--- config.mk ---
export PLATFORM = sky130hd
export DESIGN_NAME = datapath_unit
export DESIGN_NICKNAME = d
export VERILOG_FILES = /design/src/rtl/datapath_unit.sv
export SDC_FILE = /design/constraint.sdc
export NUM_CORES = 1
export LEC_CHECK = 0
export BUFFER_PORTS_ARGS = -buffer_cell sky130_fd_sc_hd__buf_2
export CORE_ASPECT_RATIO = 1.2
export CORE_MARGIN = 2
export CORE_UTILIZATION = 35
export CTS_CLUSTER_SIZE = 16
export DETAILED_ROUTE_END_ITERATION = 12
export PLACE_DENSITY = 0.6
export SLEW_MARGIN = 10
export SYNTH_ARGS = -nofsm -noshare
export SYNTH_HDL_FRONTEND = slang
export SYNTH_SLANG_ARGS = --single-unit
--- constraint.sdc ---
create_clock -name clk -period 5.5 [get_ports clk]
set_input_delay 0.55 -clock clk [delete_from_list [all_inputs] [get_ports clk]]
set_output_delay 0.55 -clock clk [all_outputs]
set_load 0.02 [all_outputs]
--- src/rtl/datapath_unit.sv ---
// Execution datapath: Reg A/B, ADD/SUB with flags, small data memory with a
// registered debug read port, store event reporting and a sticky illegal flag.
module datapath_unit #(
    parameter int DATA_W    = 8,
    parameter int MEM_DEPTH = 16,
    parameter int CNT_W     = 8
) (
    input  logic              clk,
    input  logic              rst,
    input  logic [7:0]        instr,
    input  logic              we_a,
    input  logic              we_b,
    input  logic              alu_op,
    input  logic              do_alu,
    input  logic              do_store,
    input  logic [3:0]        mem_rd_addr,
    output logic [DATA_W-1:0] reg_a,
    output logic [DATA_W-1:0] reg_b,
    output logic [DATA_W-1:0] alu_result,
    output logic              zero_flag,
    output logic              carry_flag,
    output logic [DATA_W-1:0] mem_rd_data,
    output logic              store_valid,
    output logic [3:0]        store_addr,
    output logic [DATA_W-1:0] store_data,
    output logic [CNT_W-1:0]  store_count,
    output logic              illegal_op
);

    logic [DATA_W-1:0] reg_a_q, reg_a_d, reg_b_q, reg_b_d;
    logic [DATA_W-1:0] alu_result_q, alu_result_d;
    logic              zero_q, zero_d, carry_q, carry_d;
    logic [DATA_W-1:0] mem_q [MEM_DEPTH];
    logic [DATA_W-1:0] mem_d [MEM_DEPTH];
    logic [DATA_W-1:0] rd_data_q, rd_data_d;
    logic              store_valid_q, store_valid_d;
    logic [3:0]        store_addr_q, store_addr_d;
    logic [DATA_W-1:0] store_data_q, store_data_d;
    logic [CNT_W-1:0]  store_count_q, store_count_d;
    logic              illegal_q, illegal_d;

    logic              st_ok, rd_ok;
    logic [DATA_W:0]   sum, diff, res;

    // A 4-bit address can only fall outside the memory when it is shallower than 16.
    if (MEM_DEPTH >= 16) begin : g_full_map
        assign st_ok = 1'b1;
        assign rd_ok = 1'b1;
    end else begin : g_part_map
        assign st_ok = int'({28'd0, instr[3:0]}) < MEM_DEPTH;
        assign rd_ok = int'({28'd0, mem_rd_addr}) < MEM_DEPTH;
    end

    // Borrow falls out as the extra top bit of the widened subtraction.
    assign sum  = {1'b0, reg_a_q} + {1'b0, reg_b_q};
    assign diff = {1'b0, reg_a_q} - {1'b0, reg_b_q};
    assign res  = alu_op ? diff : sum;

    always_comb begin
        reg_a_d       = reg_a_q;
        reg_b_d       = reg_b_q;
        alu_result_d  = alu_result_q;
        zero_d        = zero_q;
        carry_d       = carry_q;
        mem_d         = mem_q;
        store_valid_d = 1'b0;
        store_addr_d  = store_addr_q;
        store_data_d  = store_data_q;
        store_count_d = store_count_q;
        illegal_d     = illegal_q | ($countones({we_a, we_b, do_alu, do_store}) > 1);
        rd_data_d     = rd_ok ? mem_q[mem_rd_addr] : '0;

        if (do_store) begin
            store_valid_d = 1'b1;
            store_addr_d  = instr[3:0];
            store_data_d  = reg_a_q;
            if (store_count_q != '1)
                store_count_d = store_count_q + CNT_W'(1);
            if (st_ok)
                mem_d[instr[3:0]] = reg_a_q;
            else
                illegal_d = 1'b1;
        end else if (do_alu) begin
            reg_a_d      = res[DATA_W-1:0];
            alu_result_d = res[DATA_W-1:0];
            carry_d      = res[DATA_W];
            zero_d       = (res[DATA_W-1:0] == '0);
        end else if (we_a) begin
            reg_a_d = DATA_W'(instr[3:0]);
        end else if (we_b) begin
            reg_b_d = DATA_W'(instr[3:0]);
        end
    end

    always_ff @(posedge clk or posedge rst) begin
        if (rst) begin
            reg_a_q       <= '0;
            reg_b_q       <= '0;
            alu_result_q  <= '0;
            zero_q        <= 1'b0;
            carry_q       <= 1'b0;
            for (int i = 0; i < MEM_DEPTH; i++) mem_q[i] <= '0;
            rd_data_q     <= '0;
            store_valid_q <= 1'b0;
            store_addr_q  <= '0;
            store_data_q  <= '0;
            store_count_q <= '0;
            illegal_q     <= 1'b0;
        end else begin
            reg_a_q       <= reg_a_d;
            reg_b_q       <= reg_b_d;
            alu_result_q  <= alu_result_d;
            zero_q        <= zero_d;
            carry_q       <= carry_d;
            mem_q         <= mem_d;
            rd_data_q     <= rd_data_d;
            store_valid_q <= store_valid_d;
            store_addr_q  <= store_addr_d;
            store_data_q  <= store_data_d;
            store_count_q <= store_count_d;
            illegal_q     <= illegal_d;
        end
    end

    assign reg_a       = reg_a_q;
    assign reg_b       = reg_b_q;
    assign alu_result  = alu_result_q;
    assign zero_flag   = zero_q;
    assign carry_flag  = carry_q;
    assign mem_rd_data = rd_data_q;
    assign store_valid = store_valid_q;
    assign store_addr  = store_addr_q;
    assign store_data  = store_data_q;
    assign store_count = store_count_q;
    assign illegal_op  = illegal_q;

endmodule

==> results of run 1 <==
[worst max-delay path by stage]
stage / end / slack [ps] / cells past startpoint
after floorplan: alu_result[0]$_DFFE_PP0P_ / 60 / 1
after global placement: zero_flag$_DFFE_PP0P_ / 2800 / 10
after detailed placement: mem_q[92]$_DFFE_PP0P_ / 2770 / 5
after CTS: zero_flag$_DFFE_PP0P_ / 2740 / 11
after global routing: reg_a[7]$_DFFE_PP0P_ / 2550 / 11
final: zero_flag$_DFFE_PP0P_ / 2710 / 11
[state kept, by name, indices dropped and copies added, names as in the netlist]
| name | count |
|---|---|
| mem_rd_data | 8 |
| store_data | 8 |
| alu_result | 8 |
| illegal_op | 1 |
| store_count | 8 |
| carry_flag | 1 |
| reg_b | 4 |
| store_addr | 4 |
| store_valid | 1 |
| reg_a | 8 |
| mem_q | 128 |
| zero_flag | 1 |
[Yosys cell counts (3+ instances only)]
master	n	area (um^2)
nand2b_1	8	50.1
clkbuf_1	15	56.3
inv_1	13	48.8
buf_6	3	33.8
nor2_2	3	18.8
o21ai_0	29	145
xor2_1	5	43.8
nand2_1	41	154
buf_1	5	18.8
buf_4	8	60.1
nand3_1	6	30.0
mux2_4	6	90.1
dfrtp_1	180	4500
nand4_1	4	25.0
nor2_1	17	63.8
mux4_2	40	901
ha_1	11	138
o21a_1	3	22.5
mux2_2	126	1420
xnor2_1	10	87.6
a21oi_1	6	30.0
nor3_1	3	15.0
[routing by layer]
layer,wire [um],GRT usage,vias up,part of all wire
met5,0,0,-,0
met4,281,0.0503,0,0.015
met3,806,0.0348,30,0.043
met2,9460,0.277,111,0.51
met1,8040,0.207,2594,0.43
li1,-,-,2173,-
[power by group through the flow]
| stage | clock network, mW | registers (mW) | logic [mW] |
|---|---|---|---|
| final | 1.22 | 2.30 | 1.64 |
| after global routing | 1.30 | 2.38 | 1.78 |
| after CTS | 1.24 | 2.30 | 1.66 |
| after detailed placement | 0 | 2.32 | 1.66 |
| after global placement | 0 | 2.25 | 1.60 |
| after floorplan | 0 | 2.34 | 1.09 |
[cell usage in the layout, fill, tap and decap left out, types with 4 or more instances in the layout]
| master | netlist | layout |
|---|---|---|
| a21oi_1 | 6 | 6 |
| buf_2 | 2 | 66 |
| buf_4 | 8 | 6 |
| clkbuf_16 | 0 | 17 |
| conb_1 | 1 | 4 |
| dfrtp_1 | 180 | 180 |
| ha_1 | 11 | 11 |
| inv_1 | 13 | 12 |
| inv_6 | 0 | 4 |
| mux2_2 | 126 | 126 |
| mux2_4 | 6 | 6 |
| mux4_2 | 40 | 40 |
| nand2_1 | 41 | 41 |
| nand2b_1 | 8 | 8 |
| nand3_1 | 6 | 6 |
| nand4_1 | 4 | 4 |
| nor2_1 | 17 | 17 |
| o21ai_0 | 29 | 29 |
| xnor2_1 | 10 | 10 |
| xor2_1 | 5 | 5 |
[area by class of cell]
cell class	instances	area [um^2]
fillers	2173	13700
flip-flops and latches	180	4500
multi-input cells	346	3450
clock buffers	19	433
well taps	315	394
repair buffers	72	375
clock inverters	12	148
inverters	13	53.8
[stage by stage]
| stage | utilization | cells | instance area, um^2 |
|---|---|---|---|
| final | 0.406 | 957 | 9360 |
| after global routing | 0.406 | 957 | 9360 |
| after CTS | 0.406 | 957 | 9360 |
| after detailed placement | 0.381 | 926 | 8780 |
| after global placement | 0.381 | 926 | 8780 |
| after floorplan | - | 572 | 8190 |
[logic make-up (layout without fill, tap and decap cells)]
| kind of cell | after synthesis | in the layout | share of synthesized area |
|---|---|---|---|
| simple gates | 92 | 92 | 0.0522 |
| xor+xnor | 15 | 15 | 0.0161 |
| compound gates | 49 | 49 | 0.0346 |
| mux | 173 | 173 | 0.296 |
| flops | 180 | 180 | 0.551 |
| fa+ha+maj | 13 | 13 | 0.0217 |
| buf+inv | 46 | 116 | 0.0279 |
| other cells | 1 | 4 | 0.000459 |
==> summary.txt, run 1 <==
Logic synthesis
  • Async SR Flop Fraction: 1.00
  • Synth warnings: 0
  • Count of flip-flops with a built-in enable after synthesis: 0
  • Mapped Avg Cell Area: between 10 and 15 um^2
  • Mapped Area: 8170 um^2
  • Distinct cell type count after synthesis: about 40
  • Register bit total from synthesis: 180
  • Cell count after synthesis: approximately 570
  • Predominant post-synthesis flop cell: dfrtp_1
  • Register area share after synthesis: 0.551

Layout
  • Share of cells above drive strength 1: 0.436
  • Fin nets: between 600 and 700
  • ANT cells: 0
  • Area growth syn-to-layout: 14.5%

Pwr
  • Psw: 1.73 mW
  • Maximum vdd drop: about 0.28 mV
  • Cell area power density: roughly 550 nW/um^2
  • Clk network pwr share: 0.236
  • Reg power frac: 0.446
  • Overall power: around 5 mW
  • Comb power frac: 0.318
  • P_int: approximately 3.4 mW
  • Switch share: 0.335
  • Leak: 4.17 nW

STA
  • Setup slack after layout: 2710 ps
  • Min Hold Slack: around 200 ps
  • Unrepaired setup endpoints after global routing: false
  • Slew headroom: 0.272
  • Minimum clock period: approximately 2800 ps
  • Max Transition Viols Final: 0
  • Max Clk Rate: approximately 360 MHz
  • Fin Clk Skew: 10.3 ps
  • Worst Tran Pin Value: 1090 ps
  • Setup violators final: 0
  • Fin crit share: 0.506
  • Post-route setup TNS: 0 ps
  • Hold Vio Cnt, Final: 0

Worst setup path
  • Buf/Inv on CP: 2
  • FF-to-FF setup slack: 2710 ps
  • Setup crit start kind: register
  • Critical R2R Capture: zero_flag$_DFFE_PP0P_
  • Worst Path Required: 5890 ps
  • Reg2reg path depth: 11
  • Slowest stage cell, crit path: dfrtp_1
  • CP Capture Type: register
  • WP data arrival: 3170 ps
  • Critical path startpoint: reg_b[0]$_DFFE_PP0P_
  • Slowest stage delay, CP: between 400 and 500 ps
  • WS Path Type: reg2reg
  • Kind of cell adding the most delay to the critical path: compound AO/OA/AOI/OAI gates
  • Reg2reg start: reg_b[0]$_DFFE_PP0P_
  • Max FO, Critical Path: 4
  • Cell breakdown of the critical path: inv_1 -> ha_1 -> mux2_2 -> inv_1 -> ha_1 -> nor2b_1 -> o31a_1 -> a31o_2 -> a21oi_1 -> xor2_1 -> a32o_1

CTS
  • CTS tree: done
  • CTS clk-pin slew, worst paths: around 70 ps
  • Num CTS Buffers: 17
  • Post-cts resize count: 0
  • Postcts setup bufs: 0
  • Worst-Skew Late Latency: approximately 450 ps
  • Clock root buffer master: clkbuf_16
  • CTS Sinks: between 150 and 200
  • H-tree levels: 4
  • Hold buffer count at CTS: 0
  • CTS Buffer Depth: 2

Drt
  • Routed vias: slightly below 5000
  • DR pass1 iterations: 4
  • Drt drc: 0
  • Vias/cell: 5.13
  • Final WL: 18.6 mm
  • DR WL/cell: a little under 20 um
  • Antenna Nets Post-Route: 0
  • DRT iter0 DRCs: 320

Die
  • IO Count: 75
  • Die width: 144 um
  • Core Area: between 20000 and 25000 um^2
  • Placement Rows: a little over 60
  • Full die area: 24600 um^2
  • Die Ht: around 170 um
  • Initial core utilization: 0.355

Global routing
  • Initial antenna violation count: 0
  • Total GRT Usage: 0.162
  • First-pass GRT wire length: just under 30 mm
  • Vias in the first global route: 5301
  • Largest net degree at the start of global routing: a little over 70
  • Grt total ovfl: 0

Placed design
  • Pre-CTS setup slack: between 2000 and 3000 ps
  • GP Congestion: between 0.8 and 0.9
  • Buffers on Ports: 66
  • Dpl hpwl: around 13 mm

Outcome
  • Status: complete, no violations

Worst hold path
  • Hold Crit Class: in2async

Run
  • # Max-Cap Violations: 0
No activity file was read; power rests on OpenSTA's default activity.
==> run 2: changes to the inputs <==
--- a/config.mk
+++ b/config.mk
@@ -5,13 +5,14 @@
 export SDC_FILE = /design/constraint.sdc
 export NUM_CORES = 1
 export LEC_CHECK = 0
+export ABC_AREA = 1
 export BUFFER_PORTS_ARGS = -buffer_cell sky130_fd_sc_hd__buf_2
 export CORE_ASPECT_RATIO = 1.2
 export CORE_MARGIN = 2
 export CORE_UTILIZATION = 35
 export CTS_CLUSTER_SIZE = 16
 export DETAILED_ROUTE_END_ITERATION = 12
-export PLACE_DENSITY = 0.6
+export PLACE_DENSITY = 0.58
 export SLEW_MARGIN = 10
 export SYNTH_ARGS = -nofsm -noshare
 export SYNTH_HDL_FRONTEND = slang
==> constraint.sdc (replaced) <==
create_clock -name clk -period 2.6 [get_ports clk]
set_input_delay 0.26 -clock clk [delete_from_list [all_inputs] [get_ports clk]]
set_output_delay 0.26 -clock clk [all_outputs]
set_load 0.02 [all_outputs]
==> run 2 against run 1 <==
Net effect:
- non-clock buffer count is 8 higher
- largest power group unchanged
- highest routed layer unchanged
- sequential power is 81% higher
- worst hold slack worse by 97 ps
- sequential cell count stayed put
- critical path type unchanged
- final area is 3.0% higher
- total power is 83% higher
- sequential share of layout area is 1.4 points lower
- routed wire length is 15% higher
==> summary.txt, run 2 <==
Drt
  • Antenna Nets Post-Route: 0 (unchanged)
  • DRT iter0 DRCs: 506 (+58%)
  • Routed vias: 6814 (+39%)
  • Drt drc: 0 (unchanged)
  • DR WL/cell: 15.4 um (-21%)
  • Vias/cell: 4.90 (-4.5%)
  • Final WL: 21.4 mm (+15%)
  • DR pass1 iterations: 5 (+1)

Logic synthesis
  • Synth warnings: 0 (unchanged)
  • Register area share after synthesis: 0.534 (-0.0168)
  • Cell with the most instances after synthesis: nand2_1
  • Area leader, netlist: dfrtp_1
  • Register bit total from synthesis: 180 (unchanged)
  • Synth top area share: 0.534 (-0.0168)
  • Top cells by instance count after synthesis: nand2_1, dfrtp_1, o21ai_0
  • Count of flip-flops with a built-in enable after synthesis: 0 (unchanged)
  • Distinct cell type count after synthesis: 32 (-22%)
  • Async SR Flop Fraction: 1.00 (unchanged)
  • Mapped Avg Cell Area: 8.29 um^2 (-42%)
  • Predominant post-synthesis flop cell: dfrtp_1
  • Area contributors post-synth: dfrtp_1, nand2_1, o21ai_0
  • Mapped Area: 8430 um^2 (+3.1%)
  • Cell count after synthesis: 1017 (+79%)

Layout
  • Most common cell after layout, fill and taps aside: nand2_1
  • Top reg by flops: mem_q
  • Most frequent cells in the layout: nand2_1, o21ai_0, dfrtp_1, inv_1, nand3_1
  • Area growth syn-to-layout: 14.4%
  • Max reg flops: 128 (unchanged)
  • ANT cells: 0 (unchanged)
  • Share of cells above drive strength 1: 0.114 (-0.322)
  • Finished Layout Cells: 1391 (+45%)
  • Fin nets: 1091 (+65%)

Die
  • Initial core utilization: 0.354 (-0.000632)
  • Placement Rows: 62 (+1.6%)
  • Core Area: 23800 um^2 (+3.3%)
  • Full die area: 25400 um^2 (+3.1%)
  • Die Ht: 174 um (+1.5%)
  • IO Count: 75 (unchanged)
  • Die width: 146 um (+1.5%)

Placed design
  • Placed Cells: 1359 (+47%)
  • Buffers on Ports: 66 (unchanged)
  • Dpl hpwl: 14.6 mm (+17%)
  • GP Congestion: 0.829 (-3.4%)

Global routing
  • Grt total ovfl: 0 (unchanged)
  • Vias in the first global route: 6639 (+25%)
  • Initial antenna violation count: 0 (unchanged)
  • First-pass GRT wire length: 35.5 mm (+20%)
  • Total GRT Usage: 0.177 (+0.0142)
  • Largest net degree at the start of global routing: 56 (-22%)

Worst hold path
  • Hold Crit Class: in2reg
  • Hold depth: 1
  • Worst hold start: do_store
  • Hold endpoint: store_valid$_DFF_PP0_

STA
  • Hold Vio Cnt, Final: 0 (unchanged)
  • Fin Clk Skew: 11.5 ps (+1.20 ps)
  • Max Transition Viols Final: 0 (unchanged)
  • Max Clk Rate: 426 MHz (+19%)
  • Post-route setup TNS: 0 ps (unchanged)
  • Minimum clock period: 2350 ps (-436 ps)
  • Worst Tran Pin Value: 823 ps (-264 ps)
  • Unrepaired setup endpoints after global routing: false
  • Fin crit share: 0.904 (+0.397)
  • Slew headroom: 0.448 (+0.176)
  • Setup violators final: 0 (unchanged)

CTS
  • CTS clk-pin slew, worst paths: 70 ps (about the same)
  • H-tree levels: 4 (unchanged)
  • CTS Sinks: 180 (unchanged)
  • Clock root buffer master: clkbuf_16
  • Worst-Skew Late Latency: 430 ps (-20 ps)
  • Num CTS Buffers: 17 (unchanged)
  • CTS tree: done
  • CTS Buffer Depth: 2 (unchanged)

Worst setup path
  • WS Path Type: reg2reg
  • FF-to-FF setup slack: 250 ps (-2460 ps)
  • Cell breakdown of the critical path: nor3_2 -> ha_1 -> o21ai_0 -> ha_1 -> or2_2 -> nand3_1 -> nand2_1 -> nand2_1 -> nand2_1 -> nand2_1 -> o21ai_0
  • Worst Path Required: 2880 ps (-3010 ps)
  • Kind of cell adding the most delay to the critical path: simple AND/OR/NAND/NOR gates
  • Slowest stage delay, CP: 430 ps (+20 ps)
  • Setup crit start kind: register
  • Max FO, Critical Path: 6 (+2)
  • CP Capture Type: register
  • Reg2reg start: reg_b[2]$_DFFE_PP0P_
  • Critical R2R Capture: reg_a[6]$_DFFE_PP0P_
  • Worst path most repeated cell: nand2_1
  • Reg2reg path depth: 11 (unchanged)
  • Slowest stage cell, crit path: dfrtp_1
  • WP data arrival: 2630 ps (-540 ps)
  • Buf/Inv on CP: 0 (-2)

Pwr
  • Leak: 4.65 nW (+11%)
  • Maximum vdd drop: 0.530 mV (+91%)
  • Cell area power density: 978 nW/um^2 (+78%)

Run
  • # Max-Cap Violations: 0 (unchanged)

Outcome
  • Status: complete, no violations
[run 2: layer usage]
metal / GRT usage / vias to the layer above / part of all wire
met4: 0.0560 / 0 / 0.015
met3: 0.0328 / 19 / 0.042
met5: 0 / - / 0
met1: 0.231 / 3247 / 0.45
li1: - / 3396 / -
met2: 0.297 / 152 / 0.49
[run 2: worst max path at each step]
stage          slack [ps]            startpoint  cells past startpoint                        end
4_1_cts               160  reg_b[2]$_DFFE_PP0P_                     11       reg_a[6]$_DFFE_PP0P_
3_3_place_gp          250  reg_b[2]$_DFFE_PP0P_                     11       reg_a[6]$_DFFE_PP0P_
5_1_grt                 1  reg_b[0]$_DFFE_PP0P_                     15       reg_a[7]$_DFFE_PP0P_
2_1_floorplan          30                   rst                      1  alu_result[0]$_DFFE_PP0P_
6_report              250  reg_b[2]$_DFFE_PP0P_                     11       reg_a[6]$_DFFE_PP0P_
3_5_place_dp          170  reg_b[2]$_DFFE_PP0P_                     11       reg_a[6]$_DFFE_PP0P_
[run 2: repair_timing]
action                                  in CTS  in global routing
setup buffers                                0                  0
hold buffers                                 1                  0
endpoints found under the hold margin       20                  0
endpoints found under the setup margin       0                  3
gates resized for setup                      0                  1
[run 2: cell type report]
cell class / instances / area, um^2
multi-input cells: 666 / 3240
clock buffers: 19 / 443
well taps: 320 / 400
repair buffers: 80 / 515
fillers: 2486 / 14200
flip-flops and latches: 180 / 4500
inverters: 114 / 432
clock inverters: 12 / 106
[run 2: where the power goes]
part | internal, mW | leakage, nW | total (mW) | switching (mW)
clock network | 1.34 | 0.262 | 2.44 | 1.10
registers | 3.66 | 2.29 | 4.17 | 0.506
logic | 0.965 | 2.09 | 2.83 | 1.87
[run 2: cell families (layout without fill, tap and decap cells)]
| logic type | count (synthesis) | after routing | synth area share |
|---|---|---|---|
| other | 1 | 4 | 0.000445 |
| and+or+nand+nor | 373 | 373 | 0.182 |
| adders and majority gates | 13 | 13 | 0.0211 |
| buffers and inverters | 174 | 225 | 0.0828 |
| xor gates and xnor gates | 6 | 6 | 0.00623 |
| AOI/OAI and AO/OA | 270 | 270 | 0.173 |
| DFF | 180 | 180 | 0.534 |
[run 2: metrics by stage]
stage	power (mW)	worst slack [ps]	hold WS [ps]	cell area (um^2)	util
after floorplan	6.13	31.4	291	8450	-
after global placement	6.98	250	376	9080	0.381
after detailed placement	7.06	173	366	9080	0.381
after CTS	9.52	160	93.8	9640	0.405
after global routing	10.2	1.12	99.4	9650	0.405
final	9.43	250	107	9650	0.405
